**config.mk**
```make
export PLATFORM = sky130hd
export DESIGN_NAME = gate_input_debouncer
export DESIGN_NICKNAME = d
export VERILOG_FILES = /design/src/rtl/gate_input_debouncer.sv
export SDC_FILE = /design/constraint.sdc
export NUM_CORES = 1
export LEC_CHECK = 0
export CAP_MARGIN = 20
export CELL_PAD_IN_SITES_DETAIL_PLACEMENT = 1
export CELL_PAD_IN_SITES_GLOBAL_PLACEMENT = 1
export CORE_ASPECT_RATIO = 2
export CORE_MARGIN = 2
export CORE_UTILIZATION = 49
export CTS_CLUSTER_DIAMETER = 40
export DETAILED_ROUTE_END_ITERATION = 16
export PLACE_DENSITY = 0.9
export REMOVE_ABC_BUFFERS = 1
export SYNTH_ARGS = -nofsm -noshare
export SYNTH_HDL_FRONTEND = slang
export SYNTH_SLANG_ARGS = --single-unit
export TNS_END_PERCENT = 20
```
**constraint.sdc**
```tcl
create_clock -name clk -period 4.5 [get_ports clk]
set_input_delay 0.9 -clock clk [delete_from_list [all_inputs] [get_ports clk]]
set_output_delay 0.9 -clock clk [all_outputs]
set_load 0.005 [all_outputs]
```
**src/rtl/gate_input_debouncer.sv**
```systemverilog
// Two-channel synchroniser + debouncer feeding the logic-gate demo inputs.
// Each channel accepts a new level only after it holds for DEBOUNCE_CYCLES cycles.
module gate_input_debouncer #(
  parameter int unsigned DEBOUNCE_CYCLES = 50000,
  parameter int unsigned CNT_WIDTH       = 16
) (
  input  logic clk,
  input  logic rst,
  input  logic btn1_raw,
  input  logic btn2_raw,
  output logic in1,
  output logic in2,
  output logic in1_chg,
  output logic in2_chg
);

  localparam int unsigned NCH = 2;
  localparam logic [CNT_WIDTH-1:0] CNT_LAST = CNT_WIDTH'(DEBOUNCE_CYCLES - 1);

  logic [NCH-1:0]       w_raw;
  logic [NCH-1:0]       r_s0;
  logic [NCH-1:0]       r_s1;
  logic [NCH-1:0]       r_level;
  logic [NCH-1:0]       r_chg;
  logic [CNT_WIDTH-1:0] r_cnt [NCH];

  logic [NCH-1:0]       w_pending;
  logic [NCH-1:0]       w_accept;
  logic [NCH-1:0]       w_level_nxt;
  logic [CNT_WIDTH-1:0] w_cnt_nxt [NCH];

  assign w_raw = {btn2_raw, btn1_raw};

  // State register: synchroniser, counters, accepted levels and change pulses.
  always_ff @(posedge clk) begin
    if (rst) begin
      r_s0    <= '0;
      r_s1    <= '0;
      r_level <= '0;
      r_chg   <= '0;
      for (int ch = 0; ch < NCH; ch++) begin
        r_cnt[ch] <= '0;
      end
    end else begin
      r_s0    <= w_raw;
      r_s1    <= r_s0;
      r_level <= w_level_nxt;
      r_chg   <= w_accept;
      for (int ch = 0; ch < NCH; ch++) begin
        r_cnt[ch] <= w_cnt_nxt[ch];
      end
    end
  end

  // Next state: PENDING while the synchronised input disagrees with the level;
  // any agreeing cycle (bounce) drops back to STABLE and clears the count.
  always_comb begin
    w_pending   = '0;
    w_accept    = '0;
    w_level_nxt = r_level;
    for (int ch = 0; ch < NCH; ch++) begin
      w_cnt_nxt[ch] = '0;
      w_pending[ch] = r_s1[ch] != r_level[ch];
      if (w_pending[ch]) begin
        if (r_cnt[ch] == CNT_LAST) begin
          w_accept[ch]    = 1'b1;
          w_level_nxt[ch] = r_s1[ch];
        end else begin
          w_cnt_nxt[ch] = r_cnt[ch] + CNT_WIDTH'(1);
        end
      end
    end
  end

  // Outputs come straight from registers.
  always_comb begin
    in1     = r_level[0];
    in2     = r_level[1];
    in1_chg = r_chg[0];
    in2_chg = r_chg[1];
  end

endmodule

```
Word level (Yosys, flattened, before mapping)
Memories as Yosys holds them, arrays and structs flattened.
Index checks and enable logic that the tools add are counted.
Cells by class
  muxes and demuxes: 11
  equality and inequality tests: 4
  reduce and logical (&&, ||, !) cells: 4
  bitwise logic cells: 4
  $add $sub $neg: 2
Operator list (count)
  $mux W16: 6
  $add A16 B1 Y16 const B: 2
  $eq A16 B16 Y1 const B: 2
  $mux W1: 5
  $reduce_and A2 Y1: 2
  $reduce_or A2 Y1: 2
  $ne A1 B1 Y1: 2
  $not A1 Y1: 2
  $or A1 B1 Y1: 2
Storage, ports and cells
  logic and storage cells: 32
  memories kept: 1
  output and inout port bits: 4
  register bits after elaboration: 8
  RAM bits: 32
  input port bits: 4
Memories
  r_cnt: words 2, bits a word 16, read ports 2, clocked after memory_dff 0, write ports 2, RTL line 25  | logic [CNT_WIDTH-1:0] r_cnt [NCH];

Longest topological paths before layout
Gate-level depths: netlist of the first run.
  word-level depth: 4
  mapped depth: 7
  gate-level depth less buffers: 5

Worst setup path before layout of the first run
OpenSTA, ideal clock, no wires.
  kind: input port to flip-flop
  from: input rst
  to: memory r_cnt[1][6], in the netlist r_cnt[0][22]
  library setup time: 0.128 ns
  arrival: 1.826 ns
  stages on the path: 5
  path buffers: 2
  path slack: 2.546 ns
  data required time: 4.372 ns
  cell sequence: clkbuf_1 -> nand2b_1 -> nand2b_1 -> clkbuf_1 -> nor2_1
RTL lines
  start: declaration: RTL line 8  | input logic rst,
  end: declaration: RTL line 25

==> results.md, run 1 <==
* TritonCTS clock tree: done
* Total GRT Usage at 21.7%
* Worst setup path class: in -> reg
* Final Setup Violations at 0
* Total negative slack for setup checks at 0 ns
* Post-layout net count at 195
* Endpoint arrival time on the critical path at 2.36 ns
* Global-route wire length before repair at 6.18 mm
* Max-slew headroom at the worst pin at 64.0%
* Reg2reg end: r_cnt[0][3]
* Mapped Area at 1710 sq um
* Area growth from synthesis to layout at 11.5%
* Setup crit start: rst
* Number of setup buffers added after CTS at 0
* Detailed placement HPWL at 2.72 mm
* Reg2reg path depth at 5
* Net Sw Power at 0.130 mW
* GPL Wtd Cong at 0.737
* Worst R2R Setup Slack at 2.47 ns
* Power Density at 359 nW/um^2
* Clock power frac at 46.5%
* Vias after detailed routing at 1264
* Clock slew seen by the registers of the worst setup and hold paths at 0.08 ns
* Area of placed instances at 1780 sq um
* Total wire length at 3.74 mm
* Die boundary height at 87.6 um
* Die Area at 4010 sq um
* Critical register-to-register path startpoint: r_cnt[0][0]
* Max Clock Freq at 465 MHz
* Htree depth at 2
* Number of global-route vias before repair at 1404
* Peak fanout along the critical path at 15
* Number of standard cells after synthesis at 181
* Share of layout cells above drive strength 1 at 11.6%
* Relative contribution of sequential cells to total power at 52.1%
* Wire length per cell after detailed routing at 16.8 um
* Design Area, Final at 1910 sq um
* Pins over their slew limit at 0
* RSZ-0062 raised after global routing: no
* Worst path cell trace: clkdlybuf4s50_1 -> nand2b_1 -> nand2b_1 -> a21oi_1
* Kind of start point of the critical path: input port
* Mean area per synthesized cell at 9.46 sq um
* Sequential share of the synthesized area at 46.8%
* Number of antenna repair diodes at 0
* Worst hold slack at 0.450 ns
* Number of warnings printed during yosys synthesis at 0
* Number of antenna violations at the first check in global routing at 0
* Time the final worst path needs with I/O delays and setup at 2.15 ns
* Via-per-instance ratio at 5.69
* Portion of the clock cycle consumed by the worst path in the final layout at 47.8%
* Total power after layout at 0.686 mW
* Most frequently used flop master after synthesis: dfxtp_1
* Worst hold-check path type: reg -> reg
* Proportion of power drawn by combinational gates at 1.4%
* Crit path capture type: register
* Max cap viols at 0
* Worst Clk Skew at 0.00704 ns
* 1st-pass router iterations at 4
* Final hold violations at 0
* Pin slew with the least headroom to its limit at 0.540 ns
* # hold bufs at CTS at 0
* Number of distinct standard cells referenced by the synthesized netlist at 32
* Starting density of the core at 50.7%
* Std cell rows at 30
* Worst-case hold path end point: r_cnt[0][16]
* Leak Pwr at 0.611 nW
* Total I/O pin count at 8
* Worst stage delay on the critical path at 0.55 ns
* Input/output buffers at 7
* Source-to-sink clock delay at the later pin of the worst-skew pair at 0.29 ns
* Drt initial violations at 12
* Chip Width at 45.8 um
* Share of total power consumed by net switching at 18.9%
* Total overflow reported by the global router at 0
* Number of enable-type register cells in the synthesized netlist at 0
* Largest net degree at the start of global routing at 16
* Layout filler cell count at 385
* Number of stages on the worst hold path at 1
* Clock net sink count at 40
* Post-route ant nets at 0
* Number of remaining DRC errors at 0
* Max rail drop VDD at 219 uV
* Most used cell along the critical path: nand2b_1
* Result of the run: finished clean
* Register bit count reported by yosys at 40
* Worst Min Path Start: r_cnt[0][16]
* CTS root buffer: clkbuf_8
* Critical Path RT at 4.71 ns
* Number of buffers created by CTS at 5
* CTS-repair resized insts at 0
* Critical path's slowest cell: clkdlybuf4s50_1
* Maximum clock path buffer count at 2
* CORE AREA at 3380 sq um
* Fraction of registers with async set or reset after synthesis at 0%
* Internal at 0.556 mW
-- per-layer routing --
metal / track usage, % / vias up / share of wire [%]
met5: 0 / - / 0
met2: 40.6 / 15 / 61
met1: 19.2 / 604 / 34
li1: - / 630 / -
met4: 13.0 / 0 / 4.1
met3: 5.15 / 15 / 1.5
-- sequential cells by signal (all words and copies together) (netlist names) --
| register | cells |
|---|---|
| r_cnt | 32 |
| r_level | 2 |
| r_s1 | 2 |
| r_chg | 2 |
| r_s0 | 2 |
-- power groups by stage --
stage	combinational (mW)	sequential, mW	clock, mW
after detailed placement	0.00963	0.366	0
after CTS	0.00962	0.357	0.327
after global placement	0.00893	0.365	0
final	0.00938	0.357	0.319
after global routing	0.0103	0.358	0.340
after floorplan	0.00476	0.365	0
-- per-stage QoR --
stage / worst slack [ns] / utilization, % / instances
detailed placement: 1.98 / 52.8 / 214
floorplan: 2.73 / - / 175
CTS: 2.32 / 56.5 / 222
global placement: 2.13 / 52.8 / 214
global route: 2.25 / 56.5 / 222
finish: 2.35 / 56.5 / 222
-- kinds of logic (layout without fill, tap and decap cells) --
| logic type | count (synthesis) | count (layout) | synth area share (%) |
|---|---|---|---|
| AOI/OAI and AO/OA | 4 | 4 | 1.32 |
| xor gates and xnor gates | 28 | 28 | 14.3 |
| adders and majority gates | 2 | 2 | 1.46 |
| buffers and inverters | 11 | 20 | 3.36 |
| DFF | 40 | 40 | 46.8 |
| muxes | 2 | 2 | 1.17 |
| and+or+nand+nor | 94 | 94 | 31.6 |
-- how the worst max path moves through the flow --
stage	to	slack, ns	cells past startpoint
floorplan	r_cnt[0][15]	2.73	4
detailed placement	r_cnt[0][31]	1.98	4
global placement	r_cnt[0][21]	2.13	4
finish	r_cnt[0][31]	2.35	4
global route	r_cnt[0][24]	2.25	4
CTS	r_cnt[0][31]	2.32	4
-- synthesized netlist by cell type, drive strengths merged, types with 2 or more instances --
cell type | number | area, sq um
nand3 | 10 | 50.1
inv | 5 | 18.8
ha | 2 | 25.0
nand4 | 9 | 56.3
xor2 | 12 | 105
nor2 | 37 | 164
mux2i | 2 | 20.0
or4 | 3 | 26.3
dfxtp | 40 | 801
nand2b | 2 | 12.5
and3 | 3 | 20.0
and2 | 2 | 12.5
nor4 | 5 | 31.3
a21oi | 2 | 10.0
clkbuf | 5 | 18.8
nor3 | 4 | 20.0
xnor2 | 16 | 140
nand2 | 7 | 33.8
nor2b | 4 | 25.0
and4 | 3 | 26.3
-- critical path: cells and delay by family --
kind                   cells  cell delay, ns
buffers and inverters      1            0.55
AOI/OAI and AO/OA          1            0.26
and+or+nand+nor            2            0.65
-- layout make-up --
class | instances | area [sq um] | share of cell area (%)
Multi-Input combinational cell | 130 | 853 | 44.7
Clock buffer | 7 | 96.3 | 5.05
Sequential cell | 40 | 801 | 41.9
Clock inverter | 1 | 30.0 | 1.57
Timing Repair Buffer | 7 | 70.1 | 3.67
Inverter | 5 | 18.8 | 0.983
Tap cell | 32 | 40.0 | 2.10
-- cell usage in the layout, fill, tap and decap left out, types with 2 or more instances in the layout --
cell             Yosys  layout
nand3_1             10      10
and2_1               2       2
nor4_1               5       5
clkbuf_8             0       7
nor2_2              10      10
xor2_1              12      12
nor3_1               4       4
dfxtp_1             40      40
a21oi_1              2       2
nand4_1              9       9
inv_1                5       5
mux2i_1              2       2
ha_1                 2       2
and3_1               2       2
nor2b_1              4       4
nand2_1              6       6
nand2b_1             2       2
xnor2_1             16      16
or4_1                2       2
and4_1               3       3
nor2_1              27      27
clkdlybuf4s50_1      0       7
No activity file was read; power rests on OpenSTA's default activity.
==> run 2, diff against run 1 <==
--- a/config.mk
+++ b/config.mk
@@ -10,10 +10,10 @@
 export CELL_PAD_IN_SITES_GLOBAL_PLACEMENT = 1
 export CORE_ASPECT_RATIO = 2
 export CORE_MARGIN = 2
-export CORE_UTILIZATION = 49
+export CORE_UTILIZATION = 41
 export CTS_CLUSTER_DIAMETER = 40
 export DETAILED_ROUTE_END_ITERATION = 16
-export PLACE_DENSITY = 0.9
+export PLACE_DENSITY = 0.81
 export REMOVE_ABC_BUFFERS = 1
 export SYNTH_ARGS = -nofsm -noshare
 export SYNTH_HDL_FRONTEND = slang
==> constraint.sdc (replaced) <==
create_clock -name clk -period 1.75 [get_ports clk]
set_input_delay 0.35 -clock clk [delete_from_list [all_inputs] [get_ports clk]]
set_output_delay 0.35 -clock clk [all_outputs]
set_load 0.005 [all_outputs]
==> run 2 against run 1 <==
Effect of this change:
- flip-flop and latch count did not move
- final cell count is 14% higher
- largest cell class unchanged
- combinational power rose to 3.3 times the previous value
- total power rose by 120%
- setup slack worse by 2.3 ns
- non-clock buffer count rose by 12
- critical path type is now reg -> reg
- register-to-register slack got worse by 2.4 ns
- die area increased by 18%
- sequential power grew to 2.6 times the previous value
- via count rose by 5.9%
- clock skew down 0.00064 ns
- largest power group unchanged
==> results.md, run 2 (synthesis gave the netlist of run 1 again) <==
* Area growth from synthesis to layout at 16.8%
* Critical register-to-register path startpoint: r_cnt[0][11]
* Largest net degree at the start of global routing at 16
* RSZ-0062 raised after global routing: yes
* Input/output buffers at 7
* Number of remaining DRC errors at 0
* Share of total power consumed by net switching at 20.9%
* Number of global-route vias before repair at 1565
* Clock slew seen by the registers of the worst setup and hold paths at 0.08 ns
* Htree depth at 2
* Final Setup Violations at 0
* Proportion of power drawn by combinational gates at 2.0%
* Die Area at 4740 sq um
* Setup crit start: r_cnt[0][11]
* Detailed placement HPWL at 3.14 mm
* Final hold violations at 0
* Power Density at 759 nW/um^2
* Clock power frac at 37.5%
* 1st-pass router iterations at 4
* Number of buffers created by CTS at 5
* Placed Cells incl. Taps at 246
* TritonCTS clock tree: done
* Most common cell after layout, fill and taps aside: dfxtp_1
* Chip Width at 49.7 um
* Post-layout net count at 208
* Critical Path RT at 1.94 ns
* Max reg flops at 32
* Post-route worst setup slack at 0.0559 ns
* Number of antenna violations at the first check in global routing at 0
* Reg with most FFs: r_cnt
* Total wire length at 4.07 mm
* CORE AREA at 4050 sq um
* Std cell rows at 33
* Reg2reg path depth at 4
* Relative contribution of sequential cells to total power at 60.5%
* Starting density of the core at 42.3%
* Worst hold-check path type: reg -> reg
* Worst Clk Skew at 0.00640 ns
* Count of placed standard cells in the final layout, fillers left out at 254
* Max rail drop VDD at 687 uV
* Drt initial violations at 23
* Result of the run: finished clean
* CTS root buffer: clkbuf_8
* Total GRT Usage at 19.4%
* Max Clock Freq at 590 MHz
* Global-route wire length before repair at 6.93 mm
* Time the final worst path needs with I/O delays and setup at 1.69 ns
* Peak fanout along the critical path at 5
* Worst setup path class: reg -> reg
* Minimum setup slack after placement at -0.105 ns
* Post-route ant nets at 0
* Portion of the clock cycle consumed by the worst path in the final layout at 96.8%
* Pin slew with the least headroom to its limit at 0.581 ns
* Total I/O pin count at 8
* Die boundary height at 95.4 um
* Max cap viols at 0
* Leak Pwr at 0.650 nW
* Via-per-instance ratio at 5.27
* Number of antenna repair diodes at 0
* Worst R2R Setup Slack at 0.06 ns
* Wire length per cell after detailed routing at 16.0 um
* Internal at 1.20 mW
* Total overflow reported by the global router at 0
* End point of the critical path: r_level[0]
* Pins over their slew limit at 0
* Leading cell types in the layout, fill and taps excluded: dfxtp_1, nor2_1, xnor2_1
* Net Sw Power at 0.317 mW
* Total power after layout at 1.52 mW
* Clock net sink count at 40
* GPL Wtd Cong at 0.779
* Share of layout cells above drive strength 1 at 17.3%
* Reg2reg end: r_level[0]
* Kind of start point of the critical path: register
* Number of setup buffers added after CTS at 0
* Maximum clock path buffer count at 2
* Vias after detailed routing at 1338
* Endpoint arrival time on the critical path at 1.88 ns
* Crit path capture type: register
* Max-slew headroom at the worst pin at 61.1%
* Source-to-sink clock delay at the later pin of the worst-skew pair at 0.29 ns
==> run 2: worst min path at each step <==
stage	start	to	slack [ns]	cells past startpoint
final	r_cnt[0][16]	r_cnt[0][16]	0.45	1
after global routing	r_s0[1]	r_s1[1]	0.47	1
after CTS	r_s0[0]	r_s1[0]	0.46	1
after detailed placement	r_s0[0]	r_s1[0]	0.45	1
after global placement	r_s0[1]	r_s1[1]	0.42	1
after floorplan	r_cnt[0][16]	r_cnt[0][16]	0.41	1
==> run 2: critical path: stages (launching register included) <==
cell and delay [ns]:
dfxtp_1 0.31, or4_1 0.52, or4_4 0.51, mux2i_1 0.20
nor2_1 0.05
==> run 2: per-layer routing <==
layer  vias up  global-route usage (%)  wire [um]  part of all wire [%]
met5         -                       0          0                     0
met4         0                    7.87        111                   2.7
met3        10                    3.92         67                   1.6
met2        10                    40.4       2540                    62
met1       664                    16.9       1350                    33
li1        654                       -          -                     -
==> run 2: through the flow <==
stage                     TNS (ns)  hold WS, ns  util, %  instance area [sq um]
after floorplan             -0.223        0.413        -                   1670
after global placement      -0.263        0.419     46.9                   1900
after detailed placement     -1.02        0.448     46.9                   1900
after CTS                        0        0.459     49.3                   2000
after global routing       -0.0198        0.475     49.4                   2000
final                            0        0.452     49.4                   2000
==> run 2: layout make-up <==
class                   count  area, sq um
clock buffers               6         72.6
clock inverters             1         5.00
fillers                   511         2050
inverters                   5         18.8
multi-input cells         131          877
flip-flops and latches     40          801
well taps                  52         65.1
repair buffers             19          160
==> run 2: what timing repair did <==
| item | 4_1_cts | 5_1_grt |
|---|---|---|
| pin swaps | 1 | 0 |
| setup endpoints to repair | 16 | 2 |
| cloned | 1 | 0 |
| hold buffers | 0 | 0 |
| resized for setup | 1 | 2 |
==> run 2: power groups by stage <==
stage	Combinational, mW	Clock [mW]	Sequential, mW
5_1_grt	0.0341	0.624	0.918
3_3_place_gp	0.0271	0	0.939
2_1_floorplan	0.0123	0	0.939
4_1_cts	0.0312	0.591	0.918
3_5_place_dp	0.0294	0	0.939
6_report	0.0309	0.569	0.918
